--- src/rtl/apb_master_cmd.sv ---
// Command-stream to APB3 master: one transfer at a time, PREADY wait states, PSLVERR/misalignment reporting.
// Optional ACCESS timeout is compiled in with `define APB_MASTER_TIMEOUT_EN.
module apb_master_cmd #(
  parameter int unsigned TIMEOUT_CYCLES = 16
) (
  input  logic        PCLK,
  input  logic        PRESETn,
  input  logic        cmd_valid,
  output logic        cmd_ready,
  input  logic        cmd_write,
  input  logic [31:0] cmd_addr,
  input  logic [31:0] cmd_wdata,
  output logic        rsp_valid,
  input  logic        rsp_ready,
  output logic [31:0] rsp_rdata,
  output logic        rsp_err,
  output logic [31:0] PADDR,
  output logic        PWRITE,
  output logic        PSEL,
  output logic        PENABLE,
  output logic [31:0] PWDATA,
  input  logic [31:0] PRDATA,
  input  logic        PREADY,
  input  logic        PSLVERR
);

  typedef enum logic [1:0] {IDLE, SETUP, ACCESS, RESP} state_t;

  state_t state;

  if (TIMEOUT_CYCLES < 1 || TIMEOUT_CYCLES > 255) begin : g_bad_timeout
    $error("apb_master_cmd: TIMEOUT_CYCLES must be within 1..255");
  end

`ifdef APB_MASTER_TIMEOUT_EN
  localparam logic [7:0] TIMEOUT_LAST = 8'(TIMEOUT_CYCLES - 1);
  logic [7:0] wait_cnt;
`endif

  always_ff @(posedge PCLK or negedge PRESETn) begin
    if (!PRESETn) begin
      state     <= IDLE;
      cmd_ready <= 1'b0;
      rsp_valid <= 1'b0;
      rsp_rdata <= '0;
      rsp_err   <= 1'b0;
      PADDR     <= '0;
      PWRITE    <= 1'b0;
      PSEL      <= 1'b0;
      PENABLE   <= 1'b0;
      PWDATA    <= '0;
`ifdef APB_MASTER_TIMEOUT_EN
      wait_cnt  <= '0;
`endif
    end else begin
      case (state)
        IDLE: begin
          if (cmd_valid && cmd_ready) begin
            cmd_ready <= 1'b0;
            // Misaligned commands never touch the bus; answer with an error straight away.
            if (cmd_addr[1:0] != 2'b00) begin
              rsp_valid <= 1'b1;
              rsp_err   <= 1'b1;
              rsp_rdata <= '0;
              state     <= RESP;
            end else begin
              PADDR  <= cmd_addr;
              PWRITE <= cmd_write;
              PWDATA <= cmd_wdata;
              PSEL   <= 1'b1;
              state  <= SETUP;
            end
          end else begin
            cmd_ready <= 1'b1;
          end
        end

        SETUP: begin
          PENABLE <= 1'b1;
          state   <= ACCESS;
`ifdef APB_MASTER_TIMEOUT_EN
          wait_cnt <= '0;
`endif
        end

        ACCESS: begin
          if (PREADY) begin
            PSEL      <= 1'b0;
            PENABLE   <= 1'b0;
            rsp_valid <= 1'b1;
            rsp_err   <= PSLVERR;
            rsp_rdata <= (!PWRITE && !PSLVERR) ? PRDATA : '0;
            state     <= RESP;
          end
`ifdef APB_MASTER_TIMEOUT_EN
          // This is the TIMEOUT_CYCLES-th low cycle: abort; a simultaneous PREADY wins above.
          else if (wait_cnt == TIMEOUT_LAST) begin
            PSEL      <= 1'b0;
            PENABLE   <= 1'b0;
            rsp_valid <= 1'b1;
            rsp_err   <= 1'b1;
            rsp_rdata <= '0;
            state     <= RESP;
          end else begin
            wait_cnt <= wait_cnt + 8'd1;
          end
`endif
        end

        RESP: begin
          if (rsp_ready) begin
            rsp_valid <= 1'b0;
            cmd_ready <= 1'b1;
            state     <= IDLE;
          end
        end

        default: begin
          state     <= IDLE;
          cmd_ready <= 1'b0;
          rsp_valid <= 1'b0;
          PSEL      <= 1'b0;
          PENABLE   <= 1'b0;
        end
      endcase
    end
  end

endmodule
--- config.mk ---
export PLATFORM = sky130hd
export DESIGN_NAME = apb_master_cmd
export DESIGN_NICKNAME = d
export VERILOG_FILES = /design/src/rtl/apb_master_cmd.sv
export SDC_FILE = /design/constraint.sdc
export NUM_CORES = 1
export LEC_CHECK = 0
export CORE_UTILIZATION = 41
export DETAILED_ROUTE_END_ITERATION = 8
export GPL_TIMING_DRIVEN = 0
export PLACE_DENSITY = 0.8
export SLEW_MARGIN = 20
export SYNTH_ARGS = -nofsm -noshare
export SYNTH_HDL_FRONTEND = slang
export SYNTH_SLANG_ARGS = --single-unit
--- constraint.sdc ---
create_clock -name PCLK -period 2.15 [get_ports PCLK]
set_input_delay 0.3225 -clock PCLK [delete_from_list [all_inputs] [get_ports PCLK]]
set_output_delay 0.3225 -clock PCLK [all_outputs]
set_load 0.05 [all_outputs]
==> results of run 1 <==
area by class of cell:
type,count,share of cell area (%)
tap,136,2.487
clock inverter,5,0.8594
multi-input combinational,165,21.69
inverter,36,1.975
timing repair buffer,211,30.96
buffer,13,2.139
clock buffer,10,1.865
sequential,104,38.03
registers in the layout, indices dropped and copies added (netlist names):
name and cells:
cmd_ready 1, rsp_err 1, rsp_valid 1, state 2
PWRITE 1, rsp_rdata 32, PWDATA 32, PADDR 32
PSEL 1, PENABLE 1
Yosys cell counts (all sizes together):
master   number  share of area [%]
dfrtp       104                 60
mux2         64                 17
inv          36                3.1
mux2i        34                7.8
nand2        34                2.9
buf          10                3.0
ha            6                1.7
nor2          4               0.34
clkbuf        3               0.26
nor2b         3               0.43
o21ai         3               0.34
a21oi         2               0.23
nand2b        2               0.29
nor3b         2               0.60
a211oi        1               0.17
a21boi        1               0.26
a2bb2oi       1               0.34
and3          1               0.26
nor4          1               0.49
o21a          1               0.17
o311ai        1               0.20
o31ai         1               0.17
o32a          1               0.23
o41ai         1               0.20
or2           1               0.14
power groups by stage:
stage | Combinational, W | Clock, W | Sequential, W
after global routing | 0.00789 | 0.00133 | 0.00354
final | 0.00755 | 0.00118 | 0.00341
after floorplan | 0.00164 | 0 | 0.00673
after CTS | 0.00755 | 0.00123 | 0.00342
after global placement | 0.00741 | 0 | 0.00340
after detailed placement | 0.00752 | 0 | 0.00346
cells by family (layout without fill, tap and decap cells):
| family | Yosys count | count (layout) |
|---|---|---|
| flip-flops | 104 | 104 |
| multiplexers | 98 | 98 |
| buffers and inverters | 49 | 275 |
| AND/OR/NAND/NOR | 48 | 48 |
| AO/OA/AOI/OAI | 13 | 13 |
| adder cells (fa/ha/maj) | 6 | 6 |
per-stage QoR:
| stage | area [um^2] | hold slack, ns |
|---|---|---|
| final | 6843 | 0.4327 |
| after global routing | 6843 | 0.4520 |
| after CTS | 6810 | 0.4263 |
| after detailed placement | 6599 | 0.2501 |
| after global placement | 6570 | 0.4665 |
| after floorplan | 4358 | 0.02691 |
layer usage:
layer / GRT usage (%) / share of wire [%] / vias to the layer above
met5: 0 / 0 / -
met4: 5.634 / 1.6 / 0
met3: 4.180 / 5.2 / 11
met2: 34.34 / 51 / 117
met1: 25.15 / 42 / 1549
li1: - / - / 1489
critical path, stage by stage (launching register included):
cell and delay, ns:
dfrtp_1 0.44, inv_1 0.13, ha_2 0.24, nor3b_4 0.23, and3_4 0.24, buf_12 0.14
buf_8 0.15, mux2_1 0.33
final timing paths:
path	to	slack, ns	cells after the start
worst max register to register	PWDATA[25]	0.11	7
max in group asynchronous	rsp_rdata[12]	1.07	3
min in group PCLK	PWDATA[12]	0.49	1
worst min register to register	PWDATA[12]	0.49	1
worst min-delay path	PADDR[28]	0.43	2
worst max-delay path	PWDATA[25]	0.11	7
repair_timing:
item                                   in CTS  in global routing
resized for setup                           3                  4
pin swaps                                   0                  1
hold buffers                                1                  0
endpoints found under the hold margin      36                  0
setup endpoints to repair                  78                 77
buffers inserted                            1                  4
==> impl_metrics.env, run 1 <==
export IMPL_post_route_period_util_pct=95.03
export IMPL_crit_path_start="state[1]"
export IMPL_period_minus_slack_ns=2.043
export IMPL_wirelength_mm=10.39
export IMPL_layout_setup_ws_ns=0.1068
export IMPL_switchingPower_w=0.005931
export IMPL_ys_ff_latch=104
export IMPL_syn_area_um2=4358
export IMPL_die_x_um=105.1
export IMPL_avgSynthCellArea_um2=13.70
export IMPL_power_share_clock_pct=9.7
export IMPL_initial_core_util_pct=42.21
export IMPL_p_leak_nw=3.010
export IMPL_worst_setup_path_end_kind="register"
export IMPL_core_area_um2=10320
export IMPL_vias_per_cell=4.656
export IMPL_final_max_slew_violation_count=0
export IMPL_dieArea_um2=11050
export IMPL_cts_buffers=9
export IMPL_max_cap_viol_count=0
export IMPL_multi_input_area_um2=1484
export IMPL_max_freq_mhz=489.4
export IMPL_yosys_warnings=0
export IMPL_synth_nets=427
export IMPL_ys_seq_area_share_pct=59.72
export IMPL_hold_path_class="in2async"
export IMPL_via_count=3166
export IMPL_finalNetCount=649
export IMPL_grt_max_degree=69
export IMPL_drive_gt1_share_pct=10.66
export IMPL_p_total_w=0.01214
export IMPL_clkTransAtPathRegs_ns=0.11
export IMPL_register_area_um2=2603
export IMPL_startpoint_type="register"
export IMPL_fillers=787
export IMPL_cts_max_path_buffers=2
export IMPL_finalNonFillerCells=680
export IMPL_final_common_cell="clkdlybuf4s50_1"
export IMPL_drc_errors=0
export IMPL_peakVddDrop_mv=1.223
export IMPL_finalHoldViolations=0
export IMPL_drtAntennaViolNets=0
export IMPL_antenna_found_initial=0
export IMPL_cts_tree="built"
export IMPL_worstSkewPairLatency_ns=0.36
export IMPL_yosys_area_share_simple_pct=5.484
export IMPL_critPathKind="reg2reg"
export IMPL_worst_ep_required_time_ns=2.38
export IMPL_worst_slew_pin_slew_ns=0.5377
export IMPL_h_tree_depth=3
export IMPL_synthToLayoutAreaGrowth_pct=57.02
export IMPL_synth_top_family_by_area="multiplexers"
export IMPL_fin_skew_ns=0.01601
export IMPL_synth_compound_gate_area_share_pct=2.326
export IMPL_routabilityCongestion=0.7529
export IMPL_rsz0062_at_grt="no"
export IMPL_combPwrFrac_pct=62.2
export IMPL_powerDensity_nw_per_um2=1775
export IMPL_arrival_ns=2.27
export IMPL_synthCells=318
export IMPL_cts_sinks=104
export IMPL_avgRoutedWirePerCell_um=15.27
export IMPL_dp_cells=659
export IMPL_cp_max_fo=10
export IMPL_root_buffer="clkbuf_8"
export IMPL_rows=37
export IMPL_io_buffers=204
export IMPL_synthAdderAreaFrac_pct=1.723
export IMPL_pin_count=205
export IMPL_intPower_w=0.006213
export IMPL_outcome="finished, final reports clean"
export IMPL_final_cell_mix="clkdlybuf4s50_1 (203), dfrtp_1 (104), mux2_1 (48), inv_1 (35)"
export IMPL_seq_power_share_pct=28.1
export IMPL_ys_types=30
export IMPL_dp_hpwl_mm=7.882
export IMPL_die_h_um=105.1
export IMPL_n_antenna_cell=0
export IMPL_setup_viol=0
export IMPL_fin_setup_tns_ns=0
export IMPL_grt_pass1_vias=3368
export IMPL_slew_headroom_pct=64.04
export IMPL_grt_use_total_pct=19.88
export IMPL_dr_pass1_iters=4
export IMPL_dp_slack_ns=-0.1738
export IMPL_r2r_start="state[1]"
export IMPL_swShare_pct=48.84
export IMPL_fin_util_pct=66.28
export IMPL_synth_xor_area_share_pct=0
export IMPL_grt_overflow_total=0
export IMPL_grt_first_pass_wirelength_mm=17.17
export IMPL_muxShareOfSynthArea_pct=24.35
export IMPL_drtIter0Drc=109
No activity file was read; power rests on OpenSTA's default activity.
==> run 2: changes to the inputs <==
--- a/config.mk
+++ b/config.mk
@@ -5,6 +5,7 @@
 export SDC_FILE = /design/constraint.sdc
 export NUM_CORES = 1
 export LEC_CHECK = 0
+export CORE_MARGIN = 5
 export CORE_UTILIZATION = 41
 export DETAILED_ROUTE_END_ITERATION = 8
 export GPL_TIMING_DRIVEN = 0
==> impl_metrics.env, run 2 (synthesis gave the netlist of run 1 again) <==
export IMPL_via_count=3184
export IMPL_drtIter0Drc=79
export IMPL_grt_use_total_pct=17.51
export IMPL_dp_hpwl_mm=8.742
export IMPL_p_leak_nw=3.021
export IMPL_dp_cells=659
export IMPL_critPathKind="reg2reg"
export IMPL_setup_viol=0
export IMPL_largestRegisters="PADDR: 32 flops, PWDATA: 32 flops, rsp_rdata: 32 flops"
export IMPL_dieArea_um2=12790
export IMPL_cts_tree="built"
export IMPL_startpoint_type="register"
export IMPL_crit_path_start="state[1]"
export IMPL_grt_max_degree=59
export IMPL_root_buffer="clkbuf_8"
export IMPL_rsz0062_at_grt="no"
export IMPL_final_common_cell="clkdlybuf4s50_1"
export IMPL_clkTransAtPathRegs_ns=0.09
export IMPL_worstSkewPairLatency_ns=0.35
export IMPL_rows=37
export IMPL_finalNonFillerCells=680
export IMPL_cts_sinks=104
export IMPL_io_buffers=204
export IMPL_outcome="finished, final reports clean"
export IMPL_avgRoutedWirePerCell_um=16.47
export IMPL_cp_max_fo=10
export IMPL_die_x_um=113.1
export IMPL_antenna_found_initial=0
export IMPL_dr_pass1_iters=4
export IMPL_worst_setup_path_end_kind="register"
export IMPL_drive_gt1_share_pct=10.48
export IMPL_fin_skew_ns=0.006096
export IMPL_die_h_um=113.1
export IMPL_synthToLayoutAreaGrowth_pct=57.85
export IMPL_fin_util_pct=66.63
export IMPL_core_area_um2=10320
export IMPL_pin_count=205
export IMPL_finalHoldViolations=0
export IMPL_drtAntennaViolNets=0
export IMPL_grt_overflow_total=0
export IMPL_drc_errors=0
export IMPL_post_route_period_util_pct=93.02
export IMPL_peakVddDrop_mv=1.003
export IMPL_vias_per_cell=4.682
export IMPL_slew_headroom_pct=63.95
export IMPL_worst_ep_required_time_ns=2.42
export IMPL_grt_pass1_vias=3485
export IMPL_r2r_start="state[1]"
export IMPL_final_cell_mix="clkdlybuf4s50_1 (203), dfrtp_1 (104), mux2_1 (48), inv_1 (35)"
export IMPL_cts_max_path_buffers=2
export IMPL_initial_core_util_pct=42.21
export IMPL_max_freq_mhz=500.0
export IMPL_powerDensity_nw_per_um2=1793
export IMPL_grt_first_pass_wirelength_mm=17.82
export IMPL_finalNetCount=648
export IMPL_final_max_slew_violation_count=0
export IMPL_period_minus_slack_ns=2.000
export IMPL_worst_slew_pin_slew_ns=0.5391
export IMPL_max_cap_viol_count=0
export IMPL_wirelength_mm=11.20
export IMPL_hold_path_class="in2async"
export IMPL_h_tree_depth=3
export IMPL_routabilityCongestion=0.7895
export IMPL_cts_buffers=9
export IMPL_n_antenna_cell=0
export IMPL_arrival_ns=2.27
-- run 2: cell count changes in the layout (fill, tap and decap cells not counted) --
cell	delta
buf_4	-1
bufinv_16	+1
clkbuf_1	+1
clkbuf_2	-1
clkbuf_8	+1
clkinv_4	-1
ha_2	-1
ha_4	+1
-- run 2: final cells by class --
class,count,area [um^2]
flip-flops and latches,104,2603
well taps,136,170.2
repair buffers,210,2111
clock inverters,5,80.08
multi-input cells,165,1494
clock buffers,11,141.4
inverters,36,135.1
fillers,761,3445
plain buffers,13,145.1
-- run 2: final timing paths --
| kind | to | slack, ns | depth (start not counted) |
|---|---|---|---|
| worst max-delay path | rsp_rdata[2] | 0.15 | 8 |
| worst min-delay path | PWDATA[16] | 0.46 | 2 |
| worst max register to register | rsp_rdata[2] | 0.15 | 8 |
| worst min register to register | PADDR[15] | 0.49 | 1 |
| max in group asynchronous | PWDATA[29] | 1.06 | 3 |
| min in group PCLK | PADDR[15] | 0.49 | 1 |
-- run 2: routing by layer --
| metal | global-route usage (%) | routed length (um) | vias to the layer above |
|---|---|---|---|
| li1 | - | - | 1493 |
| met1 | 20.18 | 4493 | 1555 |
| met2 | 32.11 | 5777 | 122 |
| met3 | 3.957 | 764 | 14 |
| met4 | 5.609 | 161 | 0 |
| met5 | 0 | 0 | - |
-- run 2: repair_timing --
| item | 4_1_cts | 5_1_grt |
|---|---|---|
| setup endpoints to repair | 78 | 78 |
| gates resized for setup | 2 | 4 |
| cloned | 0 | 0 |
| hold endpoints to repair | 46 | 0 |
| pin swaps | 0 | 1 |
| setup buffers | 1 | 3 |
| hold buffers | 1 | 0 |
-- run 2: worst max-delay path: stages (launching register included) --
cell and delay [ns]:
dfrtp_1 0.43, inv_1 0.12, ha_4 0.20, nor3b_4 0.16
buf_4 0.14, nor4_4 0.24, buf_4 0.21, buf_6 0.19
mux2i_1 0.22
-- run 2: metrics by stage --
step                      cell area [um^2]  total power, W  TNS [ns]  hold slack [ns]  setup slack, ns
after CTS                             6845         0.01240  -0.08945           0.4678         -0.01545
after floorplan                       4358        0.008364         0          0.02691           0.1885
after detailed placement              6599         0.01103    -5.670           0.2974          -0.2115
after global placement                6570         0.01086   -329.50           0.4670           -3.159
after global routing                  6879         0.01294         0           0.4985         0.007737
final                                 6879         0.01233         0           0.4617           0.1501
-- run 2: report_power, final --
part,leakage [nW],switching (W),internal (W),total [W]
clock,0.106,0.000636,0.000686,0.00132
sequential,1.36,0.000503,0.00291,0.00341
combinational,1.56,0.00483,0.00277,0.00760
==> run 3: changes to the inputs <==
--- a/config.mk
+++ b/config.mk
@@ -5,7 +5,6 @@
 export SDC_FILE = /design/constraint.sdc
 export NUM_CORES = 1
 export LEC_CHECK = 0
-export CORE_MARGIN = 5
 export CORE_UTILIZATION = 41
 export DETAILED_ROUTE_END_ITERATION = 8
 export GPL_TIMING_DRIVEN = 0
==> results of run 3 <==
No change in the layout: final DEF, timing and power equal those of run 1.
